### src/rtl/mips_pkg.sv
// Shared MIPS instruction-format constants: bit positions of every field and the nop encoding.
package mips_pkg;

    localparam int OP_HI    = 31;
    localparam int OP_LO    = 26;
    localparam int RS_HI    = 25;
    localparam int RS_LO    = 21;
    localparam int RT_HI    = 20;
    localparam int RT_LO    = 16;
    localparam int RD_HI    = 15;
    localparam int RD_LO    = 11;
    localparam int SHAMT_HI = 10;
    localparam int SHAMT_LO = 6;
    localparam int FUNCT_HI = 5;
    localparam int FUNCT_LO = 0;
    localparam int IMM_HI   = 15;
    localparam int IMM_LO   = 0;
    localparam int ADDR_HI  = 25;
    localparam int ADDR_LO  = 0;

    // sll $0,$0,0 -- the canonical MIPS nop
    localparam logic [31:0] NOP_WORD = 32'h0;

endpackage

### src/rtl/ir_fifo_mem.sv
// DEPTH x WIDTH prefetch storage: one synchronous write port, one asynchronous read port.
module ir_fifo_mem #(
    parameter int WIDTH = 32,
    parameter int DEPTH = 4
) (
    input  logic                     clk,
    input  logic                     we,
    input  logic [$clog2(DEPTH)-1:0] waddr,
    input  logic [WIDTH-1:0]         wdata,
    input  logic [$clog2(DEPTH)-1:0] raddr,
    output logic [WIDTH-1:0]         rdata
);

    // Contents are don't-care until written; the queue's Count guards every read.
    logic [WIDTH-1:0] mem [DEPTH];

    always_ff @(posedge clk) begin
        if (we) begin
            mem[waddr] <= wdata;
        end
    end

    assign rdata = mem[raddr];

endmodule

### src/rtl/ir_queue.sv
// MIPS instruction register with a DEPTH-entry prefetch queue in front of it.
// Define IR_QUEUE_FIELDS_EN to add decoded instruction-field outputs (requires WIDTH == 32).
module ir_queue
    import mips_pkg::*;
#(
    parameter int                WIDTH     = 32,
    parameter int                DEPTH     = 4,
    parameter logic [WIDTH-1:0]  RESET_VAL = WIDTH'(NOP_WORD)
) (
    input  logic                       CLK,
    input  logic                       Reset,
    input  logic                       IRWre,
    input  logic [WIDTH-1:0]           in,
    input  logic                       Advance,
    input  logic                       Flush,
    output logic [WIDTH-1:0]           out,
    output logic                       OutValid,
    output logic [$clog2(DEPTH+1)-1:0] Count,
    output logic                       Full,
    output logic                       Empty
`ifdef IR_QUEUE_FIELDS_EN
    ,
    output logic [5:0]                 Op,
    output logic [4:0]                 Rs,
    output logic [4:0]                 Rt,
    output logic [4:0]                 Rd,
    output logic [4:0]                 Shamt,
    output logic [5:0]                 Funct,
    output logic [15:0]                Imm16,
    output logic [25:0]                Addr26
`endif
);

    localparam int PW = $clog2(DEPTH);
    localparam int CW = $clog2(DEPTH + 1);

    if ((DEPTH < 2) || ((DEPTH & (DEPTH - 1)) != 0)) begin : g_depth_chk
        $error("ir_queue: DEPTH must be a power of two and at least 2");
    end

    logic [PW-1:0]    wr_ptr;
    logic [PW-1:0]    rd_ptr;
    logic [CW-1:0]    count;
    logic [WIDTH-1:0] head;
    logic             pop;
    logic             bypass;
    logic             push;
    logic             mem_we;

    assign Count = count;
    assign Full  = (count == CW'(DEPTH));
    assign Empty = (count == '0);

    // A word arriving while the IR is being advanced over an empty queue skips storage entirely.
    assign pop    = Advance & ~Empty;
    assign bypass = Advance & Empty & IRWre;
    assign push   = IRWre & (~Full | pop) & ~bypass;
    assign mem_we = push & ~Flush;

    ir_fifo_mem #(
        .WIDTH (WIDTH),
        .DEPTH (DEPTH)
    ) u_mem (
        .clk   (CLK),
        .we    (mem_we),
        .waddr (wr_ptr),
        .wdata (in),
        .raddr (rd_ptr),
        .rdata (head)
    );

    always_ff @(posedge CLK or negedge Reset) begin
        if (!Reset) begin
            wr_ptr   <= '0;
            rd_ptr   <= '0;
            count    <= '0;
            out      <= RESET_VAL;
            OutValid <= 1'b0;
        end else if (Flush) begin
            wr_ptr   <= '0;
            rd_ptr   <= '0;
            count    <= '0;
            OutValid <= 1'b0;
        end else begin
            if (push) begin
                wr_ptr <= wr_ptr + PW'(1);
            end
            // The IR only changes value on pop or bypass; a bare Advance just invalidates it.
            if (pop) begin
                rd_ptr   <= rd_ptr + PW'(1);
                out      <= head;
                OutValid <= 1'b1;
            end else if (bypass) begin
                out      <= in;
                OutValid <= 1'b1;
            end else if (Advance) begin
                OutValid <= 1'b0;
            end
            if (push && !pop) begin
                count <= count + CW'(1);
            end else if (pop && !push) begin
                count <= count - CW'(1);
            end
        end
    end

`ifdef IR_QUEUE_FIELDS_EN
    if (WIDTH != 32) begin : g_width_chk
        $error("ir_queue: IR_QUEUE_FIELDS_EN requires WIDTH == 32");
    end

    assign Op     = out[OP_HI:OP_LO];
    assign Rs     = out[RS_HI:RS_LO];
    assign Rt     = out[RT_HI:RT_LO];
    assign Rd     = out[RD_HI:RD_LO];
    assign Shamt  = out[SHAMT_HI:SHAMT_LO];
    assign Funct  = out[FUNCT_HI:FUNCT_LO];
    assign Imm16  = out[IMM_HI:IMM_LO];
    assign Addr26 = out[ADDR_HI:ADDR_LO];
`endif

endmodule

### config.mk
export PLATFORM = sky130hd
export DESIGN_NAME = ir_queue
export DESIGN_NICKNAME = d
export VERILOG_FILES = /design/src/rtl/mips_pkg.sv /design/src/rtl/ir_fifo_mem.sv /design/src/rtl/ir_queue.sv
export SDC_FILE = /design/constraint.sdc
export NUM_CORES = 1
export LEC_CHECK = 0
export CAP_MARGIN = 20
export CELL_PAD_IN_SITES_DETAIL_PLACEMENT = 0
export CELL_PAD_IN_SITES_GLOBAL_PLACEMENT = 1
export CORE_MARGIN = 1.5
export CORE_UTILIZATION = 43
export DETAILED_ROUTE_END_ITERATION = 7
export PLACE_DENSITY = 0.75
export SLEW_MARGIN = 25
export SYNTH_ARGS = -nofsm -noshare
export SYNTH_HDL_FRONTEND = slang
export SYNTH_SLANG_ARGS = --single-unit
### constraint.sdc
create_clock -name CLK -period 2.25 [get_ports CLK]
set_input_delay 0.45 -clock CLK [delete_from_list [all_inputs] [get_ports CLK]]
set_output_delay 0.45 -clock CLK [all_outputs]
set_load 0.01 [all_outputs]
### After elaboration in Yosys (flattened, before gate mapping)

Memory sizes are Yosys's and may differ from the RTL's.
Cells that the tools add are included.

| storage, ports and cells | value |
|---|---|
| register bits after elaboration | 40 |
| bits in latches | 0 |
| bits in writable memories | 128 |
| bits in read-only memories | 0 |
| output and inout bits | 38 |
| logic and storage cells | 48 |
| memories | 1 |

Memory list:

| memory | words | width | read ports | clocked after memory_dff | wr ports | line | text |
|---|---|---|---|---|---|---|---|
| u_mem.mem | 4 | 32 | 1 | 0 | 1 | ir_fifo_mem.sv:15 | `logic [WIDTH-1:0] mem [DEPTH];` |

| cells by class | value |
|---|---|
| $add $sub $neg | 4 |
| $mul | 0 |
| divide/modulo/power cells | 0 |
| magnitude comparators | 0 |
| eq/ne operators | 1 |
| shift-type cells | 0 |
| multiplexer cells | 15 |
| bitwise operators | 11 |
| reductions and logical operators | 11 |

Operators by type and width:

| operator | count |
|---|---|
| 32-bit two-way mux | 2 |
| 3-bit two-way mux | 3 |
| 2-bit two-way mux | 4 |
| 1-bit AND | 6 |
| 1-bit two-way mux | 6 |
| 2-bit nonzero test | 3 |
| 2-bit by 1-bit adder with 2-bit output, second input constant | 2 |
| 1-bit NOT | 4 |
| 4-bit nonzero test | 1 |
| 3-bit by 1-bit adder with 3-bit output, second input constant | 1 |
| 3-bit == test, second input constant | 1 |
| 3-bit logical NOT | 1 |
| 3-bit nonzero test | 1 |
| 3-bit by 1-bit subtractor with 3-bit output, second input constant | 1 |
| 1-bit logical AND | 2 |
| 1-bit logical NOT | 2 |
| 2-bit AND reduction | 1 |
| 1-bit bitwise OR | 1 |

### Longest topological paths before layout

Gate-level depths: netlist of the first run.

| depth | value |
|---|---|
| word-level depth | 11 |
| depth in mapped cells | 7 |
| mapped depth without buffers | 7 |

### Modules after synthesis

Synthesis of the first run repeated with hierarchy kept, for this count alone.

| second synthesis, totals | value |
|---|---|
| cell total of the unflattened synthesis | 368 |
| area total of the unflattened synthesis | 6730.2 sq um |

Modules (own cells, without submodules):

| module | times used | cells an instance | area an instance (sq um) | sequential area each (sq um) |
|---|---|---|---|---|
| ir_fifo_mem | 1 | 171 | 4689.5 | 3843.7 |
| ir_queue | 1 | 197 | 2040.7 | 1001.0 |

### Worst setup path before layout of the first run

No wires, ideal clock.

| timing path | value |
|---|---|
| kind | input to register |
| start point | input Advance |
| end point | memory u_mem.mem[0][0], enable pin |
| data arrival time | 1853 ps |
| setup slack | 5 ps |
| stages | 4 |
| cell sequence | buf_2 -> xnor2_1 -> o21a_1 -> and3_1 |

| on the way | value |
|---|---|
| word-level cells in the longest chain between the ends | 7 |
| elaborated cells between the ends (all ways) | 10 |
| those cells by class | 2 x mux; 8 x bitwise |

RTL lines:

| element | line | text |
|---|---|---|
| from (decl) | ir_queue.sv:14 | `input logic Advance,` |
| 1-bit AND (on tied branches) | ir_queue.sv:55, ir_queue.sv:56 |  |
| 1-bit bitwise OR / 1-bit AND (equally long branches) | ir_queue.sv:57, ir_queue.sv:56 |  |
| 1-bit AND / 1-bit NOT (equally long branches) | ir_queue.sv:57 | `assign push = IRWre & (~Full \| pop) & ~bypass;` |
| 1-bit AND (*) | ir_queue.sv:57 |  |
| 1-bit AND (*) | ir_queue.sv:58 | `assign mem_we = push & ~Flush;` |
| 1-bit two-way mux (*) | ir_fifo_mem.sv:18 | `if (we) begin` |
| 1-bit two-way mux (not written as such) (*) | ir_fifo_mem.sv:19 | `mem[waddr] <= wdata;` |
| to (decl) | ir_fifo_mem.sv:15 |  |

Mark *: on every way between the ends. The rest lies on a longest branch, timed or not.

### Final worst setup path of the first run

| timing path | value |
|---|---|
| start point | register count[1] (netlist: Count[1]) |
| end point | output Full |

| on the way | value |
|---|---|
| word-level cells in the longest chain between the ends | 1 |

RTL lines:

| element | line | text |
|---|---|---|
| from (decl) | ir_queue.sv:43 | `logic [CW-1:0] count;` |
| from (signal assigned) | ir_queue.sv:100 | `count <= count + CW'(1);` |
| from (signal assigned) | ir_queue.sv:102 | `count <= count - CW'(1);` |
| 3-bit == test | ir_queue.sv:51 | `assign Full = (count == CW'(DEPTH));` |
| to (decl) | ir_queue.sv:19 | `output logic Full,` |

No other way between the ends.

==> metrics.md, run 1 <==
| Metric | Value |
|---|---|
| Final min period | 2150 ps |
| Crit path kind | flip-flop to output port |
| Vias in the first global route | 4,219 |
| Vert. Die Dim | 127.8 µm |
| Final Total Pwr | 8444 µW |
| Die footprint | 0.01634 mm² |
| Vias after detailed routing | 3,903 |
| Pre-Repair DR Iteration Count | 4 |
| Seq/Total Area, Yosys | 0.7232 |
| Final period util | 0.9558 |
| Syn_area_per_cell | 16.26 µm² |
| Status | complete, no violations |
| ANT nets after route | 0 |
| TNS Setup | 0 ps |
| Commonest non-fill, non-tap cell in the layout | edfxtp_1 |
| CP Capture Type | output port |
| Clock Tree Buf Depth | 2 |
| Max IR drop VDD | 0.5498 mV |
| Leak | 0.002959 µW |
| Fin Clk Skew | 10.14 ps |
| Largest net degree at the start of global routing | 35 |
| Max-slew violation count | 0 |
| CP Launch Type | flip-flop |
| Most frequent cells in the layout | edfxtp_1 (128), clkdlybuf4s50_1 (72), nand2_1 (65), dfrtp_1 (39), a21oi_1 (34) |
| Total CTS buffers | 17 |
| Worst Slack Setup Final | 99.56 ps |
| Clock sink total | 168 |
| RSZ-0062 raised after global routing | false |
| Vias per inst | 5.544 |
| Nets@finish | 546 |
| Crit path required time | 1800 ps |
| Mapped cell area | 0.006699 mm² |
| Worst slew pin tran | 488.3 ps |
| Final setup fails | 0 |
| Slowest CP cell | clkdlybuf4s50_1 |
| PwrDens | 991.8 mW/mm² |
| Layout filler cell count | 1,175 |
| CTS tree | done |
| Number of H-tree levels | 4 |
| First-pass GRT wire length | 22,560 µm |
| Initial antenna violation count | 0 |
| Io pins | 75 |
| Synth Warn # | 0 |
| Clk Latency, worst-skew pair | 420 ps |
| Syn nets | 454 |
| Initial Util | 0.4407 |
| Worst path cell trace | inv_1, and3_1, clkdlybuf4s50_1 |
| Layout area overhead | 27.08% |
| Final wirelength | 14,010 µm |
| Fmax | 465.0 MHz |
| Root buf cell | clkbuf_16 |
| Dpl hpwl | 8926 µm |
| Global Route Usage Sum | 0.1858 |
| Port Buffer Count | 74 |
| Iter 0 DRT Violations | 325 |
| Post-DP Area | 0.007890 mm² |
| Max stage delay on crit path | 550 ps |
| Max-Cap Viols | 0 |
| Die X | 127.8 µm |
| Design Area, Final | 0.008513 mm² |
| Distinct cells, synth | 34 |
| Row count | 45 |
| Place WS | 27.32 ps |
| Synth Instances | 412 |
| Reg clk slew, reported paths | 60 ps |
| Crit path DAT | 1700 ps |
| FF+latch count, synth | 168 |
| Post-CTS Repair Setup Buffers | 0 |
| Core Area | 0.01520 mm² |
| DRC violation count after routing | 0 |
| Worst-path fanout max | 5 |
| Routability cong. | 0.7439 |
| # diodes | 0 |
| Worst hold path class | primary input to async pin |
| Slew headroom | 0.6745 |
| Drt wl/cell | 19.90 µm |
| Total grt overflow | 0 |
| Layout cell share with drive strength beyond 1 | 0.1977 |
| Final hold viol count | 0 |
| Final hold slack | 420.6 ps |
-- Yosys cell counts --
cell | count | area [µm²]
fa_1 | 1 | 20.02
or3_1 | 1 | 6.260
nand2_1 | 65 | 244.0
o31a_1 | 1 | 8.760
a31oi_1 | 33 | 206.5
a221oi_1 | 1 | 8.760
o211ai_1 | 2 | 15.01
inv_1 | 6 | 22.52
o31ai_1 | 2 | 15.01
ha_1 | 4 | 50.05
xor2_1 | 2 | 17.52
xnor2_1 | 2 | 17.52
and3_1 | 6 | 37.54
dfrtp_1 | 40 | 1001
or2_2 | 2 | 12.51
buf_6 | 5 | 56.30
mux4_2 | 32 | 720.7
nor2b_1 | 1 | 6.260
a21o_1 | 1 | 7.510
a41oi_1 | 1 | 8.760
buf_2 | 7 | 35.03
o2111ai_1 | 1 | 8.760
nor2_1 | 6 | 22.52
mux2_2 | 1 | 11.26
or4_1 | 1 | 7.510
a21oi_1 | 34 | 170.2
o21a_1 | 1 | 7.510
o21ai_0 | 2 | 10.01
nand2b_1 | 1 | 6.260
clkbuf_1 | 19 | 71.32
a211o_1 | 1 | 8.760
edfxtp_1 | 128 | 3844
and2_1 | 1 | 6.260
nor3b_1 | 1 | 7.510
-- flip-flops by register name (all words and copies together), names as in the netlist --
signal	flops
u_mem.mem	128
out	32
Count	3
rd_ptr	2
wr_ptr	2
OutValid	1
-- per-stage QoR --
stage | cells | util
after floorplan | 412 | -
after global placement | 672 | 0.5190
after detailed placement | 672 | 0.5190
after CTS | 704 | 0.5600
after global routing | 704 | 0.5600
final | 704 | 0.5600
-- worst paths after layout --
| check | to | cells past startpoint | from | slack, ps |
|---|---|---|---|---|
| max | Full | 3 | Count[1]$_DFFE_PN0P_ | 100 |
| max reg2reg | u_mem.mem[3][16]$_DFFE_PP_ | 5 | Count[2]$_DFFE_PN0P_ | 400 |
| min reg2reg | OutValid$_DFFE_PN0P_ | 1 | OutValid$_DFFE_PN0P_ | 480 |
| max in group asynchronous | rd_ptr[0]$_DFFE_PN0P_ | 3 | Reset | 1250 |
| min | out[18]$_DFFE_PN0P_ | 2 | Reset | 420 |
| min in group CLK | OutValid$_DFFE_PN0P_ | 1 | OutValid$_DFFE_PN0P_ | 480 |
-- power by group --
part	leakage, µW	switching, µW	internal [µW]
clock	0.000293	1140	1840
combinational	0.00105	794	868
sequential	0.00162	161	3640
total	0.00296	2100	6350
-- metal layers --
layer,track usage,part of all wire,vias to the layer above
met5,0,0,-
met4,0.07403,0.0098,0
met3,0.03840,0.042,14
met2,0.3159,0.53,110
met1,0.2349,0.42,2009
li1,-,-,1770
-- worst max-delay path: cells and delay by family (launching register included) --
family | cells | cell delay [ps]
and+or+nand+nor | 1 | 190
DFF | 1 | 420
buffers and inverters | 2 | 680
-- cell families after synthesis --
group | share of synthesized area
AO/OA/AOI/OAI | 0.07098
XOR/XNOR | 0.005231
adder cells (fa/ha/maj) | 0.01046
buffers and inverters | 0.02764
flip-flops | 0.7232
multiplexers | 0.1093
AND/OR/NAND/NOR | 0.05323
-- final cells by class --
| class | count | area [µm²] | area share |
|---|---|---|---|
| flip-flops and latches | 168 | 4846 | 0.5692 |
| clock inverters | 9 | 140.1 | 0.01646 |
| well taps | 188 | 235.2 | 0.02763 |
| repair buffers | 104 | 1100 | 0.1292 |
| clock buffers | 22 | 474.2 | 0.05570 |
| multi-input cells | 207 | 1695 | 0.1991 |
| inverters | 6 | 22.52 | 0.002646 |
-- timing repair --
item	CTS	global route
setup endpoints to repair	1	1
pin swaps	0	0
gates resized for setup	1	1
endpoints found under the hold margin	7	0
hold buffers	1	0
Note: power is estimated with default switching activity, not from simulation.
==> inputs of run 2 (changes only) <==
--- a/constraint.sdc
+++ b/constraint.sdc
@@ -3,2 +3,2 @@
 set_output_delay 0.45 -clock CLK [all_outputs]
-set_load 0.01 [all_outputs]
+set_load 0.02 [all_outputs]
==> run 2 against run 1 <==
Compared with the run above:
- wire length rose by 0.12%
- largest cell class unchanged
- critical path depth did not move
- register-to-register slack got worse by 90 ps
- fmax rose by 2.6%
- clock power is 2% lower
- clock skew is essentially flat
- sequential power hardly changed
- clock-buffer cell count rose by 1
- global-route usage increased by 0.093 points
- first-iteration DRC count decreased by 11%
- sequential share of layout area rose by 0.098 points
==> metrics.md, run 2 (same netlist as run 1, synthesis figures left out) <==
| Metric | Value |
|---|---|
| Worst-path fanout max | 6 (+1) |
| Max-Cap Viols | 0 (unchanged) |
| WP buf/inv | 1 (-1) |
| Crit path required time | 1800 ps (about the same) |
| Layout filler cell count | 1,209 (+2.9%) |
| Die X | 127.8 µm (unchanged) |
| First-pass GRT wire length | 22,420 µm (-0.61%) |
| Final period util | 0.9316 (-0.02411) |
| Iter 0 DRT Violations | 288 (-11%) |
| CTS tree | done |
| TNS Setup | 0 ps (unchanged) |
| Vias after detailed routing | 3,900 (-0.077%) |
| Worst path cell trace | or2_2, nor2_1, dlygate4sd2_1 |
| PwrDens | 1004 mW/mm² (+1.2%) |
| ANT nets after route | 0 (unchanged) |
| Pre-Repair DR Iteration Count | 4 (unchanged) |
| Port Buffer Count | 74 (unchanged) |
| Routability cong. | 0.7307 (-1.8%) |
| Max stage delay on crit path | 430 ps (-120 ps) |
| Crit path kind | flip-flop to output port |
| Clk Latency, worst-skew pair | 420 ps (about the same) |
| CP Capture Type | output port |
| Vias per inst | 5.516 (-0.50%) |
| Leak | 0.002975 µW (+0.55%) |
| Final setup fails | 0 (unchanged) |
| Total grt overflow | 0 (unchanged) |
| Place WS | 11.85 ps (-15.47 ps) |
| Fmax | 477.1 MHz (+2.6%) |
| Layout area overhead | 26.90% |
| Largest net degree at the start of global routing | 41 (+17%) |
| # diodes | 0 (unchanged) |
| Commonest non-fill, non-tap cell in the layout | edfxtp_1 |
| Io pins | 75 (unchanged) |
| RSZ-0062 raised after global routing | false |
| Max IR drop VDD | 0.5698 mV (+3.6%) |
| Sequential Area | 0.004847 mm² (about the same) |
| Total CTS buffers | 17 (unchanged) |
| Clock sink total | 168 (unchanged) |
| Crit path DAT | 1650 ps (-50 ps) |
| Initial Util | 0.4407 (unchanged) |
| Initial antenna violation count | 0 (unchanged) |
| Max-slew violation count | 0 (unchanged) |
| Final hold viol count | 0 (unchanged) |
| Slowest CP cell | dfrtp_1 |
| Biggest register | u_mem.mem |
| Layout cell share with drive strength beyond 1 | 0.1965 (-0.001143) |
| Dpl hpwl | 8727 µm (-2.2%) |
| Number of H-tree levels | 4 (unchanged) |
| Status | complete, no violations |
| Post-CTS Repair Setup Buffers | 0 (unchanged) |
| DRC violation count after routing | 0 (unchanged) |
| Clock Tree Buf Depth | 2 (unchanged) |
| Nets@finish | 548 (+0.37%) |
| Global Route Usage Sum | 0.1867 (+0.0009255) |
| Slew headroom | 0.7742 (+0.09975) |
| Fin Clk Skew | 10.08 ps (-0.05780 ps) |
| Vert. Die Dim | 127.8 µm (unchanged) |
| Worst slew pin tran | 338.7 ps (-149.6 ps) |
| Vias in the first global route | 4,047 (-4.1%) |
| Worst Slack Setup Final | 153.8 ps (+54.24 ps) |
| Delay-heaviest family, CP | simple AND/OR/NAND/NOR gates |
| Reg clk slew, reported paths | 60 ps (about the same) |
| Final wirelength | 14,030 µm (+0.12%) |
| Root buf cell | clkbuf_16 |
| Multi-input combinational cell area | 0.001695 mm² (unchanged) |
| Flip-flop count of the largest register after layout | 128 (unchanged) |
| Drt wl/cell | 19.84 µm (-0.30%) |
| CP Launch Type | flip-flop |
| Final min period | 2096 ps (-54.24 ps) |
| Core Area | 0.01520 mm² (unchanged) |
| Row count | 45 (unchanged) |
| Most frequent cells in the layout | edfxtp_1 (128), clkdlybuf4s50_1 (71), nand2_1 (65), dfrtp_1 (38), a21oi_1 (34) |
| Die footprint | 0.01634 mm² (unchanged) |
| Worst hold path class | flip-flop to flip-flop |
==> run 2: cell types whose count changed in the layout (fill, tap and decap cells not counted), moves of 2 or more <==
cell,change
buf_4,+3
clkinv_1,+2
clkinv_2,+3
clkinv_4,-2
clkinvlp_4,-2
==> run 2: area by class of cell <==
| class | instances | share of cell area |
|---|---|---|
| inverter | 6 | 0.002649 |
| tap | 188 | 0.02767 |
| multi-input combinational | 207 | 0.1994 |
| clock inverter | 9 | 0.01428 |
| clock buffer | 23 | 0.05623 |
| sequential | 168 | 0.5702 |
| timing repair buffer | 106 | 0.1295 |
==> run 2: what timing repair did <==
action / 4_1_cts / 5_1_grt
hold buffers: 1 / 0
endpoints found under the setup margin: 2 / 0
resized for setup: 3 / 0
hold endpoints to repair: 6 / 0
==> run 2: path summary, 6_finish.rpt <==
| check | start | to | slack [ps] | cells after the start |
|---|---|---|---|---|
| setup reg to reg | Count[0]$_DFFE_PN0P_ | Count[2]$_DFFE_PN0P_ | 310 | 7 |
| hold reg to reg | OutValid$_DFFE_PN0P_ | OutValid$_DFFE_PN0P_ | 480 | 1 |
| hold / removal | OutValid$_DFFE_PN0P_ | OutValid$_DFFE_PN0P_ | 480 | 1 |
| max in group asynchronous | Reset | Count[2]$_DFFE_PN0P_ | 1480 | 3 |
| setup / recovery | Count[1]$_DFFE_PN0P_ | Empty | 150 | 3 |
| min in group asynchronous | Reset | out[2]$_DFFE_PN0P_ | 540 | 3 |
==> run 2: stage by stage <==
stage | power, µW | hold slack (ps) | util | std cells | area (µm²)
after global placement | 5661 | 446.1 | 0.5192 | 674 | 7893
after detailed placement | 5695 | 448.6 | 0.5192 | 674 | 7893
after global routing | 8896 | 516.7 | 0.5592 | 707 | 8501
after CTS | 8635 | 487.4 | 0.5592 | 707 | 8501
final | 8534 | 481.7 | 0.5592 | 707 | 8501
after floorplan | 4839 | 154.4 | - | 412 | 6704
==> run 2: per-layer routing <==
layer  share of wire  up-vias  track usage
li1                -     1774            -
met1            0.44     2018       0.2428
met2            0.52       97       0.3115
met3           0.039       11      0.03923
met4          0.0091        0      0.07006
met5               0        -            0
==> run 2: report_power, final <==
part	internal, µW	switching, µW
Combinational	867	932
Sequential	3640	170
Clock	1820	1100
Total	6330	2200
==> run 2: worst register-to-register path, stage by stage (launching register included) <==
cell and delay [ps]:
dfrtp_1 430, inv_1 160, and3_1 220, nor3b_1 70, fa_1 390, nand2b_1 190, a211o_1 270, a31oi_1 130
